--- src/rtl/text_pkg.sv ---
// Shared constants, control codes and sweep/FSM state encoding for the text writer.
package text_pkg;

   // Default screen geometry: 640x480 pixels with 8x8 glyph cells.
   localparam int COLS   = 80;
   localparam int ROWS   = 60;
   localparam int ADDR_W = 13;

   // Control codes recognised in the byte stream.
   localparam logic [7:0] CH_BS  = 8'h08;
   localparam logic [7:0] CH_LF  = 8'h0A;
   localparam logic [7:0] CH_FF  = 8'h0C;
   localparam logic [7:0] CH_CR  = 8'h0D;
   localparam logic [7:0] CH_DEL = 8'h7F;
   localparam logic [7:0] BLANK  = 8'h20;

   typedef enum logic [1:0] {
      IDLE       = 2'd0,
      CLR_LINE   = 2'd1,
      CLR_SCREEN = 2'd2
   } state_t;

   // Glyph codes: everything from space upward except DEL (high half included).
   function automatic logic is_printable(input logic [7:0] code);
      return (code >= 8'h20) && (code != CH_DEL);
   endfunction

endpackage

--- src/rtl/text_writer_cell_sweep.sv ---
// Generates a run of consecutive RAM addresses, one per cycle, for clearing cells.
// Comes out of reset already running a full-screen sweep from address 0.
module cell_sweep #(
   parameter int ADDR_W     = text_pkg::ADDR_W,
   parameter int CNT_W      = ADDR_W + 1,
   parameter int INIT_COUNT = text_pkg::COLS * text_pkg::ROWS
) (
   input  logic              px_clk,
   input  logic              rst,
   input  logic              start,
   input  logic [ADDR_W-1:0] base,
   input  logic [CNT_W-1:0]  count,   // number of cells, must be >= 1
   output logic [ADDR_W-1:0] addr,
   output logic              active,
   output logic              done
);

   logic              active_reg;
   logic [ADDR_W-1:0] addr_reg;
   logic [CNT_W-1:0]  remain_reg;

   // Address walks upward while the remaining-cell count walks down to one.
   always_ff @(posedge px_clk or posedge rst) begin
      if (rst) begin
         active_reg <= 1'b1;
         addr_reg   <= '0;
         remain_reg <= CNT_W'(INIT_COUNT);
      end else if (start) begin
         active_reg <= 1'b1;
         addr_reg   <= base;
         remain_reg <= count;
      end else if (active_reg) begin
         if (done) begin
            active_reg <= 1'b0;
         end else begin
            addr_reg   <= addr_reg + ADDR_W'(1);
            remain_reg <= remain_reg - CNT_W'(1);
         end
      end
   end

   assign addr   = addr_reg;
   assign active = active_reg;
   assign done   = active_reg && (remain_reg == CNT_W'(1));

endmodule

--- src/rtl/text_writer.sv ---
// Terminal-style byte stream to character RAM writer with cursor, wrap and clears.
module text_writer #(
   parameter int         COLS   = text_pkg::COLS,
   parameter int         ROWS   = text_pkg::ROWS,
   parameter int         ADDR_W = text_pkg::ADDR_W,
   parameter logic [7:0] BLANK  = text_pkg::BLANK
) (
   input  logic              px_clk,
   input  logic              rst,
   input  logic              in_valid,
   input  logic [7:0]        in_data,
   output logic              in_ready,
   output logic              wr_en,
   output logic [ADDR_W-1:0] wr_addr,
   output logic [7:0]        wr_data,
   output logic [6:0]        cur_col,
   output logic [5:0]        cur_row,
   output logic              busy
);

   import text_pkg::*;

   localparam int CNT_W    = ADDR_W + 1;
   localparam int LAST_COL = COLS - 1;
   localparam int LAST_ROW = ROWS - 1;

   state_t            state_reg, state_next;
   logic [6:0]        col_reg, col_next;
   logic [5:0]        row_reg, row_next;
   logic [ADDR_W-1:0] row_base_reg, row_base_next;
   logic              wr_en_reg, wr_en_next;
   logic [ADDR_W-1:0] wr_addr_reg, wr_addr_next;
   logic [7:0]        wr_data_reg, wr_data_next;

   logic [5:0]        adv_row;
   logic [ADDR_W-1:0] adv_base;

   logic              sweep_start;
   logic [ADDR_W-1:0] sweep_base;
   logic [CNT_W-1:0]  sweep_count;
   logic [ADDR_W-1:0] sweep_addr;
   logic              sweep_active;
   logic              sweep_done;

   cell_sweep #(
      .ADDR_W     (ADDR_W),
      .CNT_W      (CNT_W),
      .INIT_COUNT (COLS * ROWS)
   ) u_sweep (
      .px_clk (px_clk),
      .rst    (rst),
      .start  (sweep_start),
      .base   (sweep_base),
      .count  (sweep_count),
      .addr   (sweep_addr),
      .active (sweep_active),
      .done   (sweep_done)
   );

   // State, cursor and registered RAM write port.
   always_ff @(posedge px_clk or posedge rst) begin
      if (rst) begin
         state_reg    <= CLR_SCREEN;
         col_reg      <= '0;
         row_reg      <= '0;
         row_base_reg <= '0;
         wr_en_reg    <= 1'b0;
         wr_addr_reg  <= '0;
         wr_data_reg  <= BLANK;
      end else begin
         state_reg    <= state_next;
         col_reg      <= col_next;
         row_reg      <= row_next;
         row_base_reg <= row_base_next;
         wr_en_reg    <= wr_en_next;
         wr_addr_reg  <= wr_addr_next;
         wr_data_reg  <= wr_data_next;
      end
   end

   // Byte interpretation in IDLE; sweep forwarding in the clear states.
   always_comb begin
      state_next    = state_reg;
      col_next      = col_reg;
      row_next      = row_reg;
      row_base_next = row_base_reg;
      wr_en_next    = 1'b0;
      wr_addr_next  = wr_addr_reg;
      wr_data_next  = wr_data_reg;
      sweep_start   = 1'b0;
      sweep_base    = '0;
      sweep_count   = CNT_W'(COLS);

      // Next row wraps to the top rather than scrolling.
      if (row_reg == 6'(LAST_ROW)) begin
         adv_row  = '0;
         adv_base = '0;
      end else begin
         adv_row  = row_reg + 6'd1;
         adv_base = row_base_reg + ADDR_W'(COLS);
      end

      case (state_reg)
         IDLE: begin
            if (in_valid) begin
               if (is_printable(in_data)) begin
                  wr_en_next   = 1'b1;
                  wr_addr_next = row_base_reg + ADDR_W'(col_reg);
                  wr_data_next = in_data;
                  if (col_reg == 7'(LAST_COL)) begin
                     col_next      = '0;
                     row_next      = adv_row;
                     row_base_next = adv_base;
                     sweep_start   = 1'b1;
                     sweep_base    = adv_base;
                     state_next    = CLR_LINE;
                  end else begin
                     col_next = col_reg + 7'd1;
                  end
               end else begin
                  case (in_data)
                     CH_CR: col_next = '0;
                     CH_LF: begin
                        row_next      = adv_row;
                        row_base_next = adv_base;
                        sweep_start   = 1'b1;
                        sweep_base    = adv_base;
                        state_next    = CLR_LINE;
                     end
                     CH_BS: begin
                        if (col_reg != 7'd0) begin
                           col_next     = col_reg - 7'd1;
                           wr_en_next   = 1'b1;
                           wr_addr_next = row_base_reg + ADDR_W'(col_reg - 7'd1);
                           wr_data_next = BLANK;
                        end
                     end
                     CH_FF: begin
                        col_next      = '0;
                        row_next      = '0;
                        row_base_next = '0;
                        sweep_start   = 1'b1;
                        sweep_base    = '0;
                        sweep_count   = CNT_W'(COLS * ROWS);
                        state_next    = CLR_SCREEN;
                     end
                     default: ;
                  endcase
               end
            end
         end
         CLR_LINE, CLR_SCREEN: begin
            wr_en_next   = sweep_active;
            wr_addr_next = sweep_addr;
            wr_data_next = BLANK;
            if (sweep_done) begin
               state_next = IDLE;
            end
         end
         default: state_next = IDLE;
      endcase
   end

   assign in_ready = (state_reg == IDLE);
   assign busy     = (state_reg != IDLE);
   assign wr_en    = wr_en_reg;
   assign wr_addr  = wr_addr_reg;
   assign wr_data  = wr_data_reg;
   assign cur_col  = col_reg;
   assign cur_row  = row_reg;

endmodule

--- config.mk ---
export PLATFORM = sky130hd
export DESIGN_NAME = text_writer
export DESIGN_NICKNAME = d
export VERILOG_FILES = /design/src/rtl/text_pkg.sv /design/src/rtl/text_writer_cell_sweep.sv /design/src/rtl/text_writer.sv
export SDC_FILE = /design/constraint.sdc
export NUM_CORES = 1
export LEC_CHECK = 0
export CORE_MARGIN = 3
export CORE_UTILIZATION = 50
export CTS_CLUSTER_DIAMETER = 50
export CTS_CLUSTER_SIZE = 40
export DETAILED_ROUTE_END_ITERATION = 10
export GPL_TIMING_DRIVEN = 1
export PLACE_DENSITY = 0.71
export SLEW_MARGIN = 15
export SYNTH_ARGS = -nofsm -noshare
export SYNTH_HDL_FRONTEND = slang
export SYNTH_SLANG_ARGS = --single-unit
--- constraint.sdc ---
create_clock -name px_clk -period 3.1 [get_ports px_clk]
set_input_delay 0.62 -clock px_clk [delete_from_list [all_inputs] [get_ports px_clk]]
set_output_delay 0.62 -clock px_clk [all_outputs]
set_load 0.05 [all_outputs]
# == After elaboration in Yosys (flattened, before gate mapping) ==
# Cells that the tools add are included.
# totals
in_bits,11
elab_cells,112
reg_bits,78
mem_bits_ro,0
output_inout_bits,37
latchBits,0
n_memories,0
ramBits,0
# op_classes
n_shift,0
add_sub_neg,9
magnitude_cmp,1
n_eq_ne,19
n_mux,56
div_mod_pow,0
bitwise,0
n_reduce_logical,17
n_mul,0
# ops
op,n
2-to-1 mux 13 bit,19
one-hot mux 13 bit (2 select lines),2
2-to-1 mux 14 bit,3
equality test 8 x 4 -> 1 bit (second input constant),4
2-to-1 mux 8 bit,4
2-to-1 mux 7 bit,3
2-to-1 mux 6 bit,3
one-hot mux 8 bit (2 select lines),1
AND reduction 4 bit,4
equality test 14 x 1 -> 1 bit (second input constant),1
one-hot mux 7 bit (2 select lines),1
subtractor 14 x 1 -> 14 bit (second input constant),1
adder 13 x 1 -> 13 bit (second input constant),1
adder 13 bit,1
adder 13 x 7 -> 13 bit,1
adder 13 x 7 -> 13 bit (second input constant),1
2-to-1 mux 1 bit,12
one-hot mux 6 bit (2 select lines),1
greater-or-equal comparator 8 x 6 -> 1 bit (second input constant),1
2-to-1 mux 2 bit,4
!= test 8 x 7 -> 1 bit (second input constant),1
one-hot mux 2 bit (2 select lines),2
subtractor 7 x 1 -> 8 bit (second input constant),1
adder 7 x 1 -> 7 bit (second input constant),1
other kinds (20),29

# == Longest topological paths before layout ==
# logic_depth
word_depth,8
depth_mapped,13
ltp_nobuf,13

# == Modules after synthesis ==
# A second synthesis with hierarchy kept.
# unflattened
cells_unflattened,576
hier_area_um2,5144.9
# by_module_without_submodules
module,instances,cells_per_inst,seq_area_each_um2,area_per_inst_um2
text_writer,1,396,1253.7,3397.0
cell_sweep,1,180,706.9,1747.9

# == Least setup slack after synthesis ==
# No wires, ideal clock.
# synth_path
kind,reg-to-reg
startpoint,reg col_reg[0] (netlist: cur_col[0])
endpoint,reg wr_addr_reg[9] (netlist: wr_addr[9])
path_buffers,0
path_slack_ns,0.055
path_stages_with_launch,14
synth_period_minus_slack_ns,3.045
setup_ns,0.143
t_required_ns,2.957
arrival_ns,2.902
path_cell_list,dfrtp_1 inv_1 ha_1 nor3b_2 nand2_1 nor2_1 xor2_1 ha_1 a21o_1 o21ai_0 o21bai_1 a21oi_1 mux2i_1 a311oi_1
# synth_via
elab_chain_len,7
elab_cells_between_ends,11
cone_classes,add/sub (3); eq/ne (1); mux (5); reduce/logical (2)
# synth_lines
element,line_no,rtl
from (decl),text_writer.sv:28,"logic [6:0] col_reg, col_next;"
from (signal assigned),text_writer.sv:72,col_reg <= col_next;
subtractor 7 x 1 -> 8 bit,text_writer.sv:134,wr_addr_next = row_base_reg + ADDR_W'(col_reg - 7'd1);
adder 13 bit,text_writer.sv:134,
2-to-1 mux 13 bit,text_writer.sv:131,if (col_reg != 7'd0) begin
2-to-1 mux 13 bit,text_writer.sv:121,case (in_data)
2-to-1 mux 13 bit,text_writer.sv:106,if (is_printable(in_data)) begin
2-to-1 mux 13 bit,text_writer.sv:105,if (in_valid) begin
one-hot mux 13 bit (2 select lines),text_writer.sv:103,case (state_reg)
to (signal assigned),text_writer.sv:76,wr_addr_reg <= wr_addr_next;
to (decl),text_writer.sv:32,"logic [ADDR_W-1:0] wr_addr_reg, wr_addr_next;"
# Several ways; a longest one is shown, not always the timed one. The select of a mux whose other input is x is not followed.
# A chain may end at the register's enable or synchronous reset.

# == Worst setup path after layout ==
# layout_path
startpoint,in in_data[7]
endpoint,reg wr_addr_reg[10] (netlist: wr_addr[10])
# layout_via
elab_chain_len,5
elab_cells_between_ends,10
cone_classes,order compare (1); eq/ne (4); mux (3); reduce/logical (2)
# layout_lines
element,line_no,rtl
from (decl),text_writer.sv:11,"input logic [7:0] in_data,"
greater-or-equal comparator 8 x 6 -> 1 bit / != test 8 x 7 -> 1 bit (equally long branches),text_pkg.sv:25,return (code >= 8'h20) && (code != CH_DEL);
logical AND 1 bit,text_pkg.sv:25,
2-to-1 mux 13 bit,text_writer.sv:106,
2-to-1 mux 13 bit,text_writer.sv:105,
one-hot mux 13 bit (2 select lines),text_writer.sv:103,
# Several ways; a longest one is shown, not always the timed one. The select of a mux whose other input is x is not followed.

==> flow_metrics.py <==
metrics = {
    "yosys": {
        "post-synth-top-area-cell": "dfrtp_1",
        "synth_area_per_cell_sq_um": 8.96,
        "ffs_latches_synth": 78,
        "synth_ff_type": "dfrtp_1",
        "mappedNetlistNets": 571,
        "synth_async_sr_flop_share_pct": 100,
        "synth-xor-area-share_pct": 8.72,
        "synth_cell_types": 57,
        "synth_mux_area_share_pct": 2.10,
        "synth-compound-area-share_pct": 18.1,
        "post-synth-top-area-fraction_pct": 36.9,
        "post_synth_inst_count": 538,
        "yosysWarnings": 0,
        "synth_simple_gate_area_share_pct": 21.3,
        "synth_area_sq_mm": 0.00482,
        "synth_adder_area_share_pct": 5.87,
        "synth-seq-area-share_pct": 40.7,
        "combinational_family_with_the_most_area_after_synthesis": "simple AND/OR/NAND/NOR gates",
        "synth.area.top_cells": "dfrtp_1 37%, nand2_1 5.5%, ha_1 5.5%",
        "synth-edff-count": 0,
    },
    "timing": {
        "slew-limit-headroom_pct": 43.2,
        "timing.final.ws_setup_ns": 0.147,
        "maxSlewViolCount": 0,
        "hold-worst-slack_ns": 0.467,
        "finClkSkew_ns": 0.0188,
        "finalSetupTns_ns": 0,
        "maxClockFrequency_mhz": 339,
        "worst_max_slew_pin_slew_ns": 0.847,
        "rsz0062_at_grt": "false",
        "hold_viol": 0,
        "finalCriticalPeriod_ns": 2.95,
        "layout_worst_path_cycle_share_pct": 95.3,
        "setup_violations": 0,
    },
    "pwr": {
        "share_seq_of_total_power_pct": 32.3,
        "powerDensity_mw_per_mm2": 900,
        "ir_worst_vdd_uv": 498,
        "p_int_uw": 2900,
        "combPwrFrac_pct": 55.4,
        "total_switching_power_uw": 2640,
        "power.share.clock_pct": 12.3,
        "static-leakage-power_uw": 0.00271,
        "sw_frac_of_total_pct": 47.6,
    },
    "min_path": {
        "hold-path-cell-count": 2,
        "min_from": "wr_data[7]",
        "hold_path.class": "reg -> reg",
        "min_to": "wr_data[7]",
    },
    "routing": {
        "drc": 0,
        "wirelength_um": 13000,
        "drt_first_pass_iters": 5,
        "wire_per_inst_um": 16.9,
        "detail_route.vias_per_cell": 5.82,
        "drt_iter0_markers": 268,
        "postRouteAntennaNets": 0,
        "via_count": 4485,
    },
    "placed_design": {
        "dpl-instance-area_sq_mm": 0.00578,
        "numPlacedInstances": 748,
        "port_buffers": 47,
        "place_ws_ns": -0.466,
        "place.gp.congestion": 0.904,
        "hpwl_um": 9280,
    },
    "layout": {
        "antenna-diode-count": 0,
        "layout_common_cells": "69 x nand2_1, 69 x dfrtp_1, 58 x buf_4",
        "finalNetCount": 670,
        "layout-drive-gt1-share_pct": 18.5,
        "layoutNonFillerInstCount": 771,
        "area_growth_from_synthesis_to_final_layout_pct": 27.6,
        "largest_register_ff_count": 14,
        "fillers": 733,
        "post-route-cell-area_sq_mm": 0.00615,
    },
    "setup_path": {
        "reg2reg_slack_ns": 0.22,
        "r2r_cells": 13,
        "critPathArrivalTime_ns": 3.22,
        "cp_cell_sequence": "dlygate4sd2_1, and4b_2, a21o_4, nand2_1, a21boi_2, inv_1, fa_1, nand2b_1, a21oi_2, nor2_1, o31ai_2, xnor2_1, o31ai_1",
        "cp.required_ns": 3.37,
        "slowest_delay_ns": 0.40,
        "worstReg2RegEnd": "wr_addr[9]",
        "rr_startpoint": "cur_col[1]",
        "critPathKind": "in -> reg",
        "critical_path_peak_fanout": 5,
        "cp_slowest_cell": "fa_1",
        "startpoint_type": "input port",
        "endpoint_kind": "flip-flop",
    },
    "clock_network": {
        "clock-root-buffer": "clkbuf_8",
        "cts-buffers-inserted": 9,
        "clockBufferDepth": 2,
        "hold_buffers": 0,
        "tritoncts": "built",
        "clock_transition_at_the_registers_of_the_reported_paths_ns": 0.08,
        "htree_num_levels": 3,
        "clock-sinks": 78,
        "worstSkewPairLatency_ns": 0.36,
    },
    "grt": {
        "antenna_found_initial": 0,
        "via_count_of_the_first_global_routing_pass": 4316,
        "grt_overflow_total": 0,
        "grt_start_max_net_pins": 79,
        "global_route_wire_length_before_repair_um": 21600,
        "globalRouteTotalUtil_pct": 24.3,
    },
    "floorplanning": {
        "core.rowCount": 35,
        "initial_core_utilization_pct": 51.9,
        "placeable_core_area_sq_mm": 0.00928,
        "die_y_um": 104,
        "ios": 48,
        "floorplan.die_area_sq_mm": 0.0109,
        "fp.dieW_um": 104,
    },
    "job": {
        "max_cap_violations": 0,
    },
    "run_status": {
        "outcome": "complete, no violations",
    },
}
==> layout make-up <==
class	count	area, sq um	share of cell area (%)
sequential	78	1960	31.9
tap	129	161	2.62
clock buffer	9	124	2.01
inverter	16	60.1	0.976
multi-input combinational	425	2850	46.2
clock inverter	7	41.3	0.671
timing repair buffer	107	958	15.6
==> metal layers <==
metal	part of all wire [%]	GRT usage [%]	wire, um	vias up
met3	5.7	4.03	743	23
met5	0	0	0	-
met2	48	39.8	6250	156
met4	1.7	6.93	220	0
li1	-	-	-	2135
met1	45	33.5	5790	2171
==> per-stage QoR <==
stage | total power (uW) | util, %
2_1_floorplan | 3660 | -
3_3_place_gp | 4570 | 62.3
3_5_place_dp | 4650 | 62.3
4_1_cts | 5370 | 64.6
5_1_grt | 5880 | 66.3
6_report | 5540 | 66.3
==> cell families after synthesis <==
logic type	Yosys count
adder cells (fa/ha/maj)	22
XOR/XNOR	48
buffers and inverters	35
AO/OA/AOI/OAI	135
AND/OR/NAND/NOR	210
flip-flops	78
multiplexers	10
==> power groups by stage <==
stage / logic [uW] / registers [uW] / clock network, uW
floorplan: 1360 / 2300 / 0
global placement: 2810 / 1760 / 0
detailed placement: 2860 / 1780 / 0
CTS: 2910 / 1770 / 698
global route: 3300 / 1840 / 745
finish: 3060 / 1790 / 682
==> timing repair <==
| item | 4_1_cts | 5_1_grt |
|---|---|---|
| gates resized for setup | 11 | 28 |
| buffers inserted | 1 | 6 |
| endpoints found under the setup margin | 6 | 8 |
| pin swaps | 5 | 19 |
==> critical path, delay by kind of cell <==
family                   cells  cell delay, ns
XOR/XNOR                     1            0.09
AND/OR/NAND/NOR              4            0.68
adder cells (fa/ha/maj)      1            0.40
AO/OA/AOI/OAI                5            1.07
buffers and inverters        2            0.35
==> cells in the mapped netlist (6+ instances only) <==
master and n:
a22o_1 8, o21ai_1 23, inv_1 15, o21ai_0 15, a21oi_1 34, o22ai_1 6, dfstp_2 7, xnor2_1 29
nand4_1 11, a31oi_1 7, dfrtp_1 71, nor2b_1 8, xor2_1 19, mux2i_1 9, ha_1 21, nor3_1 10
nor2_1 46, clkbuf_1 9, nand3_1 20, nand2_1 71, and3_1 8, buf_2 8, or3_1 11
==> how the worst max path moves through the flow <==
stage               depth (start not counted)       start          end
floorplan                                  13  cur_col[0]   wr_addr[9]
global placement                           13  in_data[7]  wr_addr[10]
detailed placement                         13  in_data[7]  wr_addr[10]
CTS                                        14  in_data[6]  wr_addr[11]
global route                               13  in_data[7]   wr_addr[9]
finish                                     13  in_data[7]  wr_addr[10]
No activity file was read; power rests on OpenSTA's default activity.
